==> src/rtl/eth_pkg.sv <==
// Shared types and constants for the Ethernet TX path.
//   arb_state_t : TX arbiter state encoding
//   ETH_IFG_BYTES, ETH_CLK_HZ : line constants (GMII byte clock domain)
//   sat_inc     : saturating increment for the arbiter's 12-bit counters
package eth_pkg;

  typedef enum logic [1:0] {
    ARB_IDLE  = 2'd0,
    ARB_START = 2'd1,
    ARB_SEND  = 2'd2,
    ARB_GAP   = 2'd3
  } arb_state_t;

  localparam int ETH_IFG_BYTES = 12;
  localparam int ETH_CLK_HZ    = 125000000;
  localparam int ARB_CNT_W     = 12;

  function automatic logic [ARB_CNT_W-1:0] sat_inc(input logic [ARB_CNT_W-1:0] v);
    return (&v) ? v : v + ARB_CNT_W'(1);
  endfunction

endpackage

==> src/rtl/eth_tx_arbiter_rr_pick.sv <==
// Round-robin selector: first set bit of req_i at or after ptr_i, wrapping
// modulo N. Purely combinational.
//   req_i   : candidate bitmap
//   ptr_i   : search start position (0..N-1)
//   valid_o : at least one candidate present
//   idx_o   : chosen candidate index
module rr_pick
  import eth_pkg::*;
#(
  parameter int N  = 3,
  parameter int IW = 3
) (
  input  logic [N-1:0]  req_i,
  input  logic [IW-1:0] ptr_i,
  output logic          valid_o,
  output logic [IW-1:0] idx_o
);

  // Walk offsets from far to near so the nearest hit (offset 0 first) wins.
  always_comb begin
    int k;
    valid_o = 1'b0;
    idx_o   = '0;
    k       = 0;
    for (int i = N - 1; i >= 0; i--) begin
      k = (int'(ptr_i) + i) % N;
      if (req_i[k]) begin
        valid_o = 1'b1;
        idx_o   = IW'(k);
      end
    end
  end

endmodule

==> src/rtl/eth_tx_arbiter.sv <==
// Shares one GMII TX byte stream between N packet senders.
// One sender is granted at a time (round-robin), its bytes are muxed onto the
// PHY with zero latency, a minimum inter-frame gap is enforced, and a grant is
// abandoned if the sender never starts or never finishes.
//   clk, rst_n    : TX byte clock, async active-low reset
//   i_req         : per-sender level request
//   i_ready       : per-sender idle flag (falls when a packet starts)
//   i_data/_en    : per-sender byte lanes, sender k on bits [8k+7:8k]
//   o_start       : one-hot start strobe to the granted sender (START only)
//   o_data/tx_en  : muxed TX byte and enable
//   o_busy        : arbiter not idle
//   o_grant_idx   : current/last granted sender
//   o_timeout     : single-cycle pulse when a START or SEND timeout fires
module eth_tx_arbiter
  import eth_pkg::*;
#(
  parameter int N          = 3,
  parameter int IFG_CYCLES = ETH_IFG_BYTES,
  parameter int START_TMO  = 1024,
  parameter int SEND_TMO   = 2048
) (
  input  logic           clk,
  input  logic           rst_n,
  input  logic [N-1:0]   i_req,
  input  logic [N-1:0]   i_ready,
  input  logic [8*N-1:0] i_data,
  input  logic [N-1:0]   i_data_en,
  output logic [N-1:0]   o_start,
  output logic [7:0]     o_data,
  output logic           o_tx_en,
  output logic           o_busy,
  output logic [2:0]     o_grant_idx,
  output logic           o_timeout
);

  localparam logic [ARB_CNT_W-1:0] START_LAST = ARB_CNT_W'(START_TMO - 1);
  localparam logic [ARB_CNT_W-1:0] SEND_LAST  = ARB_CNT_W'(SEND_TMO - 1);
  localparam logic [ARB_CNT_W-1:0] GAP_LAST   = ARB_CNT_W'(IFG_CYCLES - 1);
  localparam logic [2:0]           LAST_IDX   = 3'(N - 1);

  arb_state_t state_q, state_d;
  logic [2:0] grant_q, grant_d;
  logic [2:0] rr_ptr_q, rr_ptr_d;
  logic [ARB_CNT_W-1:0] start_cnt_q, start_cnt_d;
  logic [ARB_CNT_W-1:0] send_cnt_q, send_cnt_d;
  logic [ARB_CNT_W-1:0] gap_cnt_q, gap_cnt_d;

  logic [N-1:0]      eligible;
  logic              pick_valid;
  logic [2:0]        pick_idx;
  logic [N-1:0][7:0] data_arr;
  logic [N-1:0]      grant_oh;
  logic [7:0]        sel_data;
  logic              sel_ready;
  logic              sel_en;
  logic              fwd;

  // A sender that is still busy (ready low) cannot be granted.
  assign eligible = i_req & i_ready;
  assign data_arr = i_data;

  rr_pick #(
    .N  (N),
    .IW (3)
  ) u_rr_pick (
    .req_i   (eligible),
    .ptr_i   (rr_ptr_q),
    .valid_o (pick_valid),
    .idx_o   (pick_idx)
  );

  // Lane select for the registered grant. Only the granted lane is ever
  // visible, so a timed-out sender that keeps driving is silently dropped.
  always_comb begin
    grant_oh  = '0;
    sel_data  = 8'h00;
    sel_ready = 1'b0;
    sel_en    = 1'b0;
    for (int k = 0; k < N; k++) begin
      if (grant_q == 3'(k)) begin
        grant_oh[k] = 1'b1;
        sel_data    = data_arr[k];
        sel_ready   = i_ready[k];
        sel_en      = i_data_en[k];
      end
    end
  end

  // Next-state and timeout decode.
  always_comb begin
    state_d   = state_q;
    grant_d   = grant_q;
    rr_ptr_d  = rr_ptr_q;
    o_timeout = 1'b0;
    case (state_q)
      ARB_IDLE: begin
        if (pick_valid) begin
          grant_d  = pick_idx;
          rr_ptr_d = (pick_idx == LAST_IDX) ? 3'd0 : pick_idx + 3'd1;
          state_d  = ARB_START;
        end
      end
      ARB_START: begin
        // Ready falling wins over a coincident timeout: the sender did start.
        if (!sel_ready) begin
          state_d = ARB_SEND;
        end else if (start_cnt_q == START_LAST) begin
          o_timeout = 1'b1;
          state_d   = ARB_GAP;
        end
      end
      ARB_SEND: begin
        if (sel_ready) begin
          state_d = ARB_GAP;
        end else if (send_cnt_q == SEND_LAST) begin
          o_timeout = 1'b1;
          state_d   = ARB_GAP;
        end
      end
      ARB_GAP: begin
        if (gap_cnt_q == GAP_LAST) state_d = ARB_IDLE;
      end
      default: state_d = ARB_IDLE;
    endcase
  end

  // Per-state cycle counters: zero on any state change, saturating otherwise.
  always_comb begin
    start_cnt_d = '0;
    send_cnt_d  = '0;
    gap_cnt_d   = '0;
    if (state_d == state_q) begin
      if (state_q == ARB_START) start_cnt_d = sat_inc(start_cnt_q);
      if (state_q == ARB_SEND)  send_cnt_d  = sat_inc(send_cnt_q);
      if (state_q == ARB_GAP)   gap_cnt_d   = sat_inc(gap_cnt_q);
    end
  end

  always_ff @(posedge clk or negedge rst_n) begin
    if (!rst_n) begin
      state_q     <= ARB_IDLE;
      grant_q     <= '0;
      rr_ptr_q    <= '0;
      start_cnt_q <= '0;
      send_cnt_q  <= '0;
      gap_cnt_q   <= '0;
    end else begin
      state_q     <= state_d;
      grant_q     <= grant_d;
      rr_ptr_q    <= rr_ptr_d;
      start_cnt_q <= start_cnt_d;
      send_cnt_q  <= send_cnt_d;
      gap_cnt_q   <= gap_cnt_d;
    end
  end

  // START forwards too: a sender may put its first byte out as ready falls.
  // Everything below decodes the state register, so reset silences the PHY
  // immediately.
  assign fwd         = (state_q == ARB_START) || (state_q == ARB_SEND);
  assign o_data      = fwd ? sel_data : 8'h00;
  assign o_tx_en     = fwd & sel_en;
  assign o_start     = (state_q == ARB_START) ? grant_oh : '0;
  assign o_busy      = (state_q != ARB_IDLE);
  assign o_grant_idx = grant_q;

endmodule

==> config.mk <==
export PLATFORM = sky130hd
export DESIGN_NAME = eth_tx_arbiter
export DESIGN_NICKNAME = d
export VERILOG_FILES = /design/src/rtl/eth_pkg.sv /design/src/rtl/eth_tx_arbiter_rr_pick.sv /design/src/rtl/eth_tx_arbiter.sv
export SDC_FILE = /design/constraint.sdc
export NUM_CORES = 1
export LEC_CHECK = 0
export BUFFER_PORTS_ARGS = -buffer_cell sky130_fd_sc_hd__buf_2
export CAP_MARGIN = 25
export CORE_MARGIN = 2
export CORE_UTILIZATION = 59
export CTS_CLUSTER_SIZE = 10
export DETAILED_ROUTE_END_ITERATION = 8
export HOLD_SLACK_MARGIN = 0.02
export PLACE_DENSITY = 0.8
export SYNTH_ARGS = -nofsm -noshare
export SYNTH_HDL_FRONTEND = slang
export SYNTH_SLANG_ARGS = --single-unit
export TNS_END_PERCENT = 50
==> constraint.sdc <==
create_clock -name clk -period 4.45 [get_ports clk]
set_input_delay 0.89 -clock clk [delete_from_list [all_inputs] [get_ports clk]]
set_output_delay 0.89 -clock clk [all_outputs]
set_load 0.05 [all_outputs]
# == Word-level counts from Yosys, hierarchy flattened ==
# Index checks and enable logic that the tools add are counted.
# classes
div_mod_pow,3
n_lt_le_gt_ge,3
muxes,51
n_reduce_logical,8
eq_ne,13
n_addsub,6
bitwise,2
# op_table
op,count
$mux W12,9
$lt A32 B4 Y1 const B,3
$mod A32 B3 Y32 const B,2
$add A12 B1 Y12 const B,3
$reduce_and A12 Y1,3
$mod A4 B3 Y32 const B,1
$mux W8,4
$mux W1,22
$mux W3,5
$eq A12 B10 Y1 const B,1
$eq A12 B11 Y1 const B,1
$eq A12 B4 Y1 const B,1
$mux W2,6
$ne A3 B3 Y1 const B,3
$pmux W2 S4,1
$bmux W1 S2,3
$eq A3 B2 Y1 const B,2
$add A3 B1 Y4 const B,1
$add A3 B2 Y4 const B,1
$eq A2 B2 Y1 const B,2
$add A3 B1 Y3 const B,1
$and A3 B3 Y3,1
$eq A3 B1 Y1 const B,1
$logic_not A3 Y1,1
other kinds (8),8
# totals
elab_cells,92
out_inout_bits,17
in_bits,35
regBits,44

# == Logic depth before layout (Yosys ltp) ==
# depth
depth_word,12
mapped_depth,18
ltp_nobuf,17

# == Cells and area by module ==
# Synthesis repeated with hierarchy kept, for this count alone.
# hier_totals
cells_unflattened,474
area_unflattened_um2,4038.9
# modules_own_cells
module,instances,seq_area_each_um2,cells_each,area_per_inst_um2
eth_tx_arbiter,1,1101.1,348,3103.0
rr_pick,1,0.0,126,935.9

# == Worst setup path before layout ==
# Ideal clock, no wire load.
# synth_timing
path_kind,reg2reg
startpoint,register rr_ptr_q[0]
endpoint,register start_cnt_q[6]
arrival_time_ps,3805
stages_incl_launch_ff,19
required_time_ps,4362
synth_period_minus_slack_ps,3893
n_path_buf,2
setup_slack_ps,557
setup_time_ps,88
cell_sequence,dfrtp_1 > buf_2 > inv_1 > ha_1 > ha_1 > ha_1 > nand2_1 > o21ai_0 > a221oi_4 > ha_1 > a21oi_1 > a221o_1 > nor2_1 > o21ai_0 > o211ai_4 > o41ai_4 > nand3_2 > buf_6 > a211oi_2
# synth_via
elab_chain_cells,12
word_cells_on_any_way,22
cone_classes,add/sub: 2; div: 3; eq/ne: 2; mux: 15
# synth_rtl
element,line,source
from (decl),eth_tx_arbiter.sv:43,"logic [2:0] rr_ptr_q, rr_ptr_d;"
from (signal assigned),eth_tx_arbiter.sv:150,rr_ptr_q <= rr_ptr_d;
$add A3 B2 Y4,eth_tx_arbiter_rr_pick.sv:26,k = (int'(ptr_i) + i) % N;
$mod A32 B3 Y32,eth_tx_arbiter_rr_pick.sv:26,
$bmux W1 S2,eth_tx_arbiter_rr_pick.sv:27,if (req_i[k]) begin
$mux W1 (not written as such) (2 in series),eth_tx_arbiter_rr_pick.sv:27,
$mux W1 (2 in series),eth_tx_arbiter_rr_pick.sv:27,
$mux W1 (*),eth_tx_arbiter_rr_pick.sv:27,
$mux W2 (*),eth_tx_arbiter.sv:97,if (pick_valid) begin
$pmux W2 S4 (*),eth_tx_arbiter.sv:95,case (state_q)
$eq A2 B2 Y1 (*),eth_tx_arbiter.sv:132,if (state_d == state_q) begin
$ne A3 B3 Y1 (no line) or $mux W12 (tied branches),-,
to (signal assigned),eth_tx_arbiter.sv:151,start_cnt_q <= start_cnt_d;
to (decl),eth_tx_arbiter.sv:44,"logic [ARB_CNT_W-1:0] start_cnt_q, start_cnt_d;"
# Mark *: on every way between the ends. The rest lies on a longest branch, timed or not. The select of a mux whose other input is x is not followed.
# A chain may end at the register's enable or synchronous reset.

# == Worst setup path in the final report ==
# layout_timing
startpoint,register rr_ptr_q[0]
endpoint,register gap_cnt_q[9]
# layout_via
elab_chain_cells,12
word_cells_on_any_way,22
cone_classes,add/sub: 2; div: 3; eq/ne: 2; mux: 15
# layout_rtl
element,line,source
$add A3 B2 Y4,eth_tx_arbiter_rr_pick.sv:26,
$mod A32 B3 Y32,eth_tx_arbiter_rr_pick.sv:26,
$bmux W1 S2,eth_tx_arbiter_rr_pick.sv:27,
$mux W1 (not written as such) (2 in series),eth_tx_arbiter_rr_pick.sv:27,
$mux W1 (2 in series),eth_tx_arbiter_rr_pick.sv:27,
$mux W1 (*),eth_tx_arbiter_rr_pick.sv:27,
$mux W2 (*),eth_tx_arbiter.sv:97,
$pmux W2 S4 (*),eth_tx_arbiter.sv:95,
$eq A2 B2 Y1 (*),eth_tx_arbiter.sv:132,
$ne A3 B3 Y1 (no line) or $mux W12 (tied branches),-,
to (signal assigned),eth_tx_arbiter.sv:153,gap_cnt_q <= gap_cnt_d;
to (decl),eth_tx_arbiter.sv:46,"logic [ARB_CNT_W-1:0] gap_cnt_q, gap_cnt_d;"
# Marks and branches as above.

==> impl_results.html <==
<table>
<tr><th>Metric</th><th>Value</th></tr>
<tr><th colspan="2">Hold path</th></tr>
<tr><td>Hold Crit Endpoint</td><td>start_cnt_q[10]</td></tr>
<tr><td>Hold Crit Start</td><td>start_cnt_q[10]</td></tr>
<tr><td>Type of the tightest min-delay check</td><td>flip-flop to flip-flop</td></tr>
<tr><td>Worst hold path depth</td><td>1</td></tr>
<tr><th colspan="2">Pwr</th></tr>
<tr><td>Switching pwr</td><td>about 1.8 mW</td></tr>
<tr><td>Part of the power in registers</td><td>0.150</td></tr>
<tr><td>Switching power share of the total</td><td>0.526</td></tr>
<tr><td>Power density relative to cell area</td><td>800 nW/um^2</td></tr>
<tr><td>P_int</td><td>1.64 mW</td></tr>
<tr><td>Total Power Consumption</td><td>~3.5 mW</td></tr>
<tr><td>Comb pwr share</td><td>0.747</td></tr>
<tr><td>Leakage Power</td><td>1.89 nW</td></tr>
<tr><td>Power share of the clock group</td><td>0.103</td></tr>
<tr><td>Max IR drop VDD</td><td>0.533 mV</td></tr>
<tr><th colspan="2">Clock tree</th></tr>
<tr><td>CTS max path bufs</td><td>2</td></tr>
<tr><td>Clock tree from TritonCTS</td><td>yes</td></tr>
<tr><td>Maximum level of the CTS H-tree</td><td>2</td></tr>
<tr><td>Clock sinks</td><td>between 40 and 50</td></tr>
<tr><td>Number of buffers inserted during clock tree synthesis</td><td>5</td></tr>
<tr><td>Clock latency on the worst-skew pair</td><td>0.30 ns</td></tr>
<tr><td>Clock transition at path regs</td><td>0.08 ns</td></tr>
<tr><td>Cell at the root of the clock tree</td><td>sky130_fd_sc_hd__clkbuf_8</td></tr>
<tr><th colspan="2">Die</th></tr>
<tr><td>Vertical die dimension</td><td>83.5 microns</td></tr>
<tr><td>Initial standard-cell utilization of the core</td><td>0.618</td></tr>
<tr><td>Row Count</td><td>28</td></tr>
<tr><td>Die ar.</td><td>6970 sq um</td></tr>
<tr><td>CORE AREA</td><td>about 6000 sq um</td></tr>
<tr><td>Width of the die</td><td>83.5 microns</td></tr>
<tr><td># IOs</td><td>52</td></tr>
<tr><th colspan="2">STA</th></tr>
<tr><td>Clock Skew</td><td>0.00834 ns</td></tr>
<tr><td>Max-slew violation count</td><td>0</td></tr>
<tr><td># setup viols final</td><td>0</td></tr>
<tr><td>Final critical-path required period</td><td>4.23 ns</td></tr>
<tr><td>Crit share post-route</td><td>0.950</td></tr>
<tr><td>Slew at the pin closest to its max-slew limit</td><td>0.720 ns</td></tr>
<tr><td>Tightest slew margin relative to the limit</td><td>0.520</td></tr>
<tr><td>Setup_tns</td><td>0 ns</td></tr>
<tr><td>Final Hold Violating Endpoints</td><td>0</td></tr>
<tr><td>Highest attainable clock frequency</td><td>0.236 GHz</td></tr>
<tr><th colspan="2">Drt</th></tr>
<tr><td>Vias/cell</td><td>5.97</td></tr>
<tr><td>Number of vias after detailed routing</td><td>about 3300</td></tr>
<tr><td>Average detailed-routed wire length per instance</td><td>15.0 microns</td></tr>
<tr><td>Routed wire length</td><td>8.39 mm</td></tr>
<tr><td>Number of detailed-route iterations in the first pass</td><td>5</td></tr>
<tr><td>Number of remaining DRC errors</td><td>0</td></tr>
<tr><td>Violation count after the first detailed-route iteration</td><td>178</td></tr>
<tr><td>ANT nets after route</td><td>0</td></tr>
<tr><th colspan="2">Synth</th></tr>
<tr><td>Synth Cell Area</td><td>about 3700 sq um</td></tr>
<tr><td>Post-synthesis net count</td><td>480</td></tr>
<tr><td>Post-Synthesis Mean Instance Area</td><td>8.87 sq um</td></tr>
<tr><td>Fraction of synthesized cell area in xor and xnor cells</td><td>0.0792</td></tr>
<tr><td>Ys async rst share</td><td>1.00</td></tr>
<tr><td>Complex-gate fraction of the synthesized area</td><td>0.180</td></tr>
<tr><td>Number of warnings issued by yosys</td><td>0</td></tr>
<tr><td>Simple-gate share of the synthesized area</td><td>0.272</td></tr>
<tr><td>Sequential-to-total area share from yosys stat</td><td>0.296</td></tr>
<tr><td>Cells after Synth</td><td>420</td></tr>
<tr><td>Post-Synth Adder-Cell Area</td><td>0.0839</td></tr>
<tr><td>Most used flip-flop cell after synthesis</td><td>sky130_fd_sc_hd__dfrtp_1</td></tr>
<tr><td>Multiplexer fraction of the synthesized cell area</td><td>0.0353</td></tr>
<tr><td>Number of distinct library cell variants in the gate-level netlist after synthesis</td><td>67</td></tr>
<tr><td>EDFF count, synth</td><td>0</td></tr>
<tr><td>Combinational family with the most area after synthesis</td><td>simple AND/OR/NAND/NOR gates</td></tr>
<tr><td>Flop and latch count out of synthesis</td><td>44</td></tr>
<tr><th colspan="2">Global route</th></tr>
<tr><td>Via count of the first global-routing pass</td><td>3218</td></tr>
<tr><td>Met1 routing resource usage after global routing</td><td>0.300</td></tr>
<tr><td>Met2 Resource Use GR</td><td>0.425</td></tr>
<tr><td>Met3 usage in global routing</td><td>0.0356</td></tr>
<tr><td>Wire length of the first global-routing pass</td><td>13.9 mm</td></tr>
<tr><td>Largest net degree at the start of global routing</td><td>45</td></tr>
<tr><td>Total grt overflow</td><td>0</td></tr>
<tr><td>Global-route usage over all layers</td><td>0.237</td></tr>
<tr><td>Number of antenna violations at the first check in global routing</td><td>0</td></tr>
<tr><td>Most used routing layer</td><td>met2</td></tr>
<tr><th colspan="2">Worst setup path</th></tr>
<tr><td>Reg-to-reg critical path startpoint</td><td>rr_ptr_q[0]</td></tr>
<tr><td>CP Buf/Inv Count</td><td>1</td></tr>
<tr><td>Startpoint types</td><td>flip-flop</td></tr>
<tr><td>Number of cells on the critical path</td><td>17</td></tr>
<tr><td>Critical path data required time</td><td>4.67 ns</td></tr>
<tr><td>CP peak stage delay</td><td>around 0.57 ns</td></tr>
<tr><td>Worst-case register-to-register setup slack</td><td>between 0.2 and 0.25 ns</td></tr>
<tr><td>Worst R2R Path Depth</td><td>17</td></tr>
<tr><td>Cells traversed along the worst timing path</td><td>ha_1 &gt; xnor2_4 &gt; a21oi_1 &gt; ha_1 &gt; ha_1 &gt; nor2_1 &gt; a221oi_4 &gt; ha_1 &gt; a21oi_1 &gt; a221o_1 &gt; nor2_1 &gt; o21ai_1 &gt; o211ai_4 &gt; o41ai_4 &gt; nand2_2 &gt; buf_4 &gt; nor3_2</td></tr>
<tr><td>Slowest cell on the critical path</td><td>sky130_fd_sc_hd__o41ai_4</td></tr>
<tr><td>Kind of critical path</td><td>flip-flop to flip-flop</td></tr>
<tr><td>Crit end category</td><td>flip-flop</td></tr>
<tr><td>Cell with the most instances on the worst path</td><td>sky130_fd_sc_hd__ha_1</td></tr>
<tr><td>Cell class contributing the biggest share of worst-path delay</td><td>compound AO/OA/AOI/OAI gates</td></tr>
<tr><td>Worst reg2reg path endpoint</td><td>gap_cnt_q[9]</td></tr>
<tr><td>Arrival time reported for the critical path endpoint</td><td>4.45 ns</td></tr>
<tr><td>Worst-path fanout max</td><td>7</td></tr>
<tr><th colspan="2">Cells and area</th></tr>
<tr><td>Count of nets after finishing</td><td>~540</td></tr>
<tr><td>Layout cell share with drive strength beyond 1</td><td>0.246</td></tr>
<tr><td>Most common cell after layout, fill and taps aside</td><td>sky130_fd_sc_hd__buf_2</td></tr>
<tr><td>Final non-filler cell total</td><td>559</td></tr>
<tr><td>Area of all placed cells without fillers</td><td>4320 sq um</td></tr>
<tr><td>Synthesis-to-finish area growth</td><td>15.8%</td></tr>
<tr><td>Number of antenna cells inserted</td><td>0</td></tr>
<tr><td>Leading cell types in the layout, fill and taps excluded</td><td>sky130_fd_sc_hd__buf_2, sky130_fd_sc_hd__dfrtp_1, sky130_fd_sc_hd__nor2_1</td></tr>
<tr><th colspan="2">Place</th></tr>
<tr><td>Instance area after placement</td><td>4050 sq um</td></tr>
<tr><td>Number of cells after detailed placement</td><td>538</td></tr>
<tr><td>Routability cong.</td><td>0.920</td></tr>
<tr><td>Port Buffer Count</td><td>51</td></tr>
<tr><td>Half-perimeter wire length of the detailed placement result</td><td>roughly 6.1 mm</td></tr>
<tr><th colspan="2">Status</th></tr>
<tr><td>Run status</td><td>completed</td></tr>
<tr><th colspan="2">Run</th></tr>
<tr><td>Maxcap violations</td><td>0</td></tr>
</table>
==> worst register-to-register path: stages (launching register included) <==
cell and delay (ns):
sky130_fd_sc_hd__dfrtp_1 0.41, sky130_fd_sc_hd__ha_1 0.31, sky130_fd_sc_hd__xnor2_4 0.19, sky130_fd_sc_hd__a21oi_1 0.19, sky130_fd_sc_hd__ha_1 0.23, sky130_fd_sc_hd__ha_1 0.26
sky130_fd_sc_hd__nor2_1 0.11, sky130_fd_sc_hd__a221oi_4 0.27, sky130_fd_sc_hd__ha_1 0.32, sky130_fd_sc_hd__a21oi_1 0.16, sky130_fd_sc_hd__a221o_1 0.13, sky130_fd_sc_hd__nor2_1 0.05
sky130_fd_sc_hd__o21ai_1 0.22, sky130_fd_sc_hd__o211ai_4 0.14, sky130_fd_sc_hd__o41ai_4 0.57, sky130_fd_sc_hd__nand2_2 0.25, sky130_fd_sc_hd__buf_4 0.21, sky130_fd_sc_hd__nor3_2 0.13
==> sequential cells by signal (all words and copies together), names as in the netlist <==
name         count
gap_cnt_q       12
o_grant_idx      3
rr_ptr_q         3
send_cnt_q      12
start_cnt_q     12
state_q          2
==> power groups by stage <==
stage | Sequential (mW) | Clock (mW) | Combinational, mW
final | 0.520 | 0.355 | 2.58
after global routing | 0.531 | 0.377 | 2.77
after CTS | 0.518 | 0.359 | 2.29
after detailed placement | 0.524 | 0 | 2.28
after global placement | 0.522 | 0 | 2.22
after floorplan | 0.544 | 0 | 1.83
==> worst max-delay path by stage <==
stage / startpoint / to / slack, ns
floorplan: rr_ptr_q[0] / start_cnt_q[6] / 0.56
global placement: rr_ptr_q[0] / send_cnt_q[7] / 0.28
detailed placement: rr_ptr_q[0] / start_cnt_q[8] / 0.06
CTS: rr_ptr_q[0] / send_cnt_q[8] / 0.06
global route: rr_ptr_q[0] / gap_cnt_q[6] / -0.02
finish: rr_ptr_q[0] / gap_cnt_q[9] / 0.22
==> repair_timing <==
item	in CTS	in global routing
resized for setup	0	3
endpoints found under the setup margin	0	36
hold buffers	0	0
setup buffers	0	12
==> synthesized netlist by cell type (6+ instances only) <==
library cell,count,area share
sky130_fd_sc_hd__nor3_1,7,0.0094
sky130_fd_sc_hd__nand2_1,28,0.028
sky130_fd_sc_hd__nand4_1,9,0.015
sky130_fd_sc_hd__nor2_1,43,0.043
sky130_fd_sc_hd__xnor2_1,14,0.033
sky130_fd_sc_hd__o221ai_1,9,0.021
sky130_fd_sc_hd__o21ai_0,26,0.035
sky130_fd_sc_hd__clkbuf_1,8,0.0081
sky130_fd_sc_hd__dfrtp_1,44,0.30
sky130_fd_sc_hd__nand2b_1,6,0.010
sky130_fd_sc_hd__and2_1,7,0.012
sky130_fd_sc_hd__a21oi_1,12,0.016
sky130_fd_sc_hd__mux2i_1,9,0.024
sky130_fd_sc_hd__and3_1,7,0.012
sky130_fd_sc_hd__inv_1,27,0.027
sky130_fd_sc_hd__xor2_1,16,0.038
sky130_fd_sc_hd__nand3_1,22,0.030
sky130_fd_sc_hd__nor3_2,19,0.051
sky130_fd_sc_hd__ha_1,25,0.084
==> final cells by class <==
class | count | area [sq um]
clock buffer | 5 | 68.8
clock inverter | 2 | 60.1
fill | 481 | 1710
inverter | 27 | 101
multi-input combinational | 333 | 2450
sequential | 44 | 1100
tap | 75 | 93.8
timing repair buffer | 73 | 440
==> cells by family after synthesis <==
kind of cell / after synthesis
fa+ha+maj: 25
mux: 12
buf+inv: 44
flops: 44
simple gates: 176
compound gates: 87
xor+xnor: 32
==> per-stage QoR <==
| stage | util | worst slack (ns) | hold WS [ns] |
|---|---|---|---|
| 2_1_floorplan | - | 0.557 | 0.483 |
| 3_3_place_gp | 0.671 | 0.281 | 0.512 |
| 3_5_place_dp | 0.671 | 0.0647 | 0.512 |
| 4_1_cts | 0.693 | 0.0586 | 0.533 |
| 5_1_grt | 0.716 | -0.0183 | 0.556 |
| 6_report | 0.716 | 0.222 | 0.532 |
==> per-layer routing <==
layer  vias to the layer above  share of wire
met3                        11          0.042
met4                         0          0.012
li1                       1652              -
met2                        76           0.50
met5                         -              0
met1                      1598           0.45
Power figures use the tool's default switching activity.
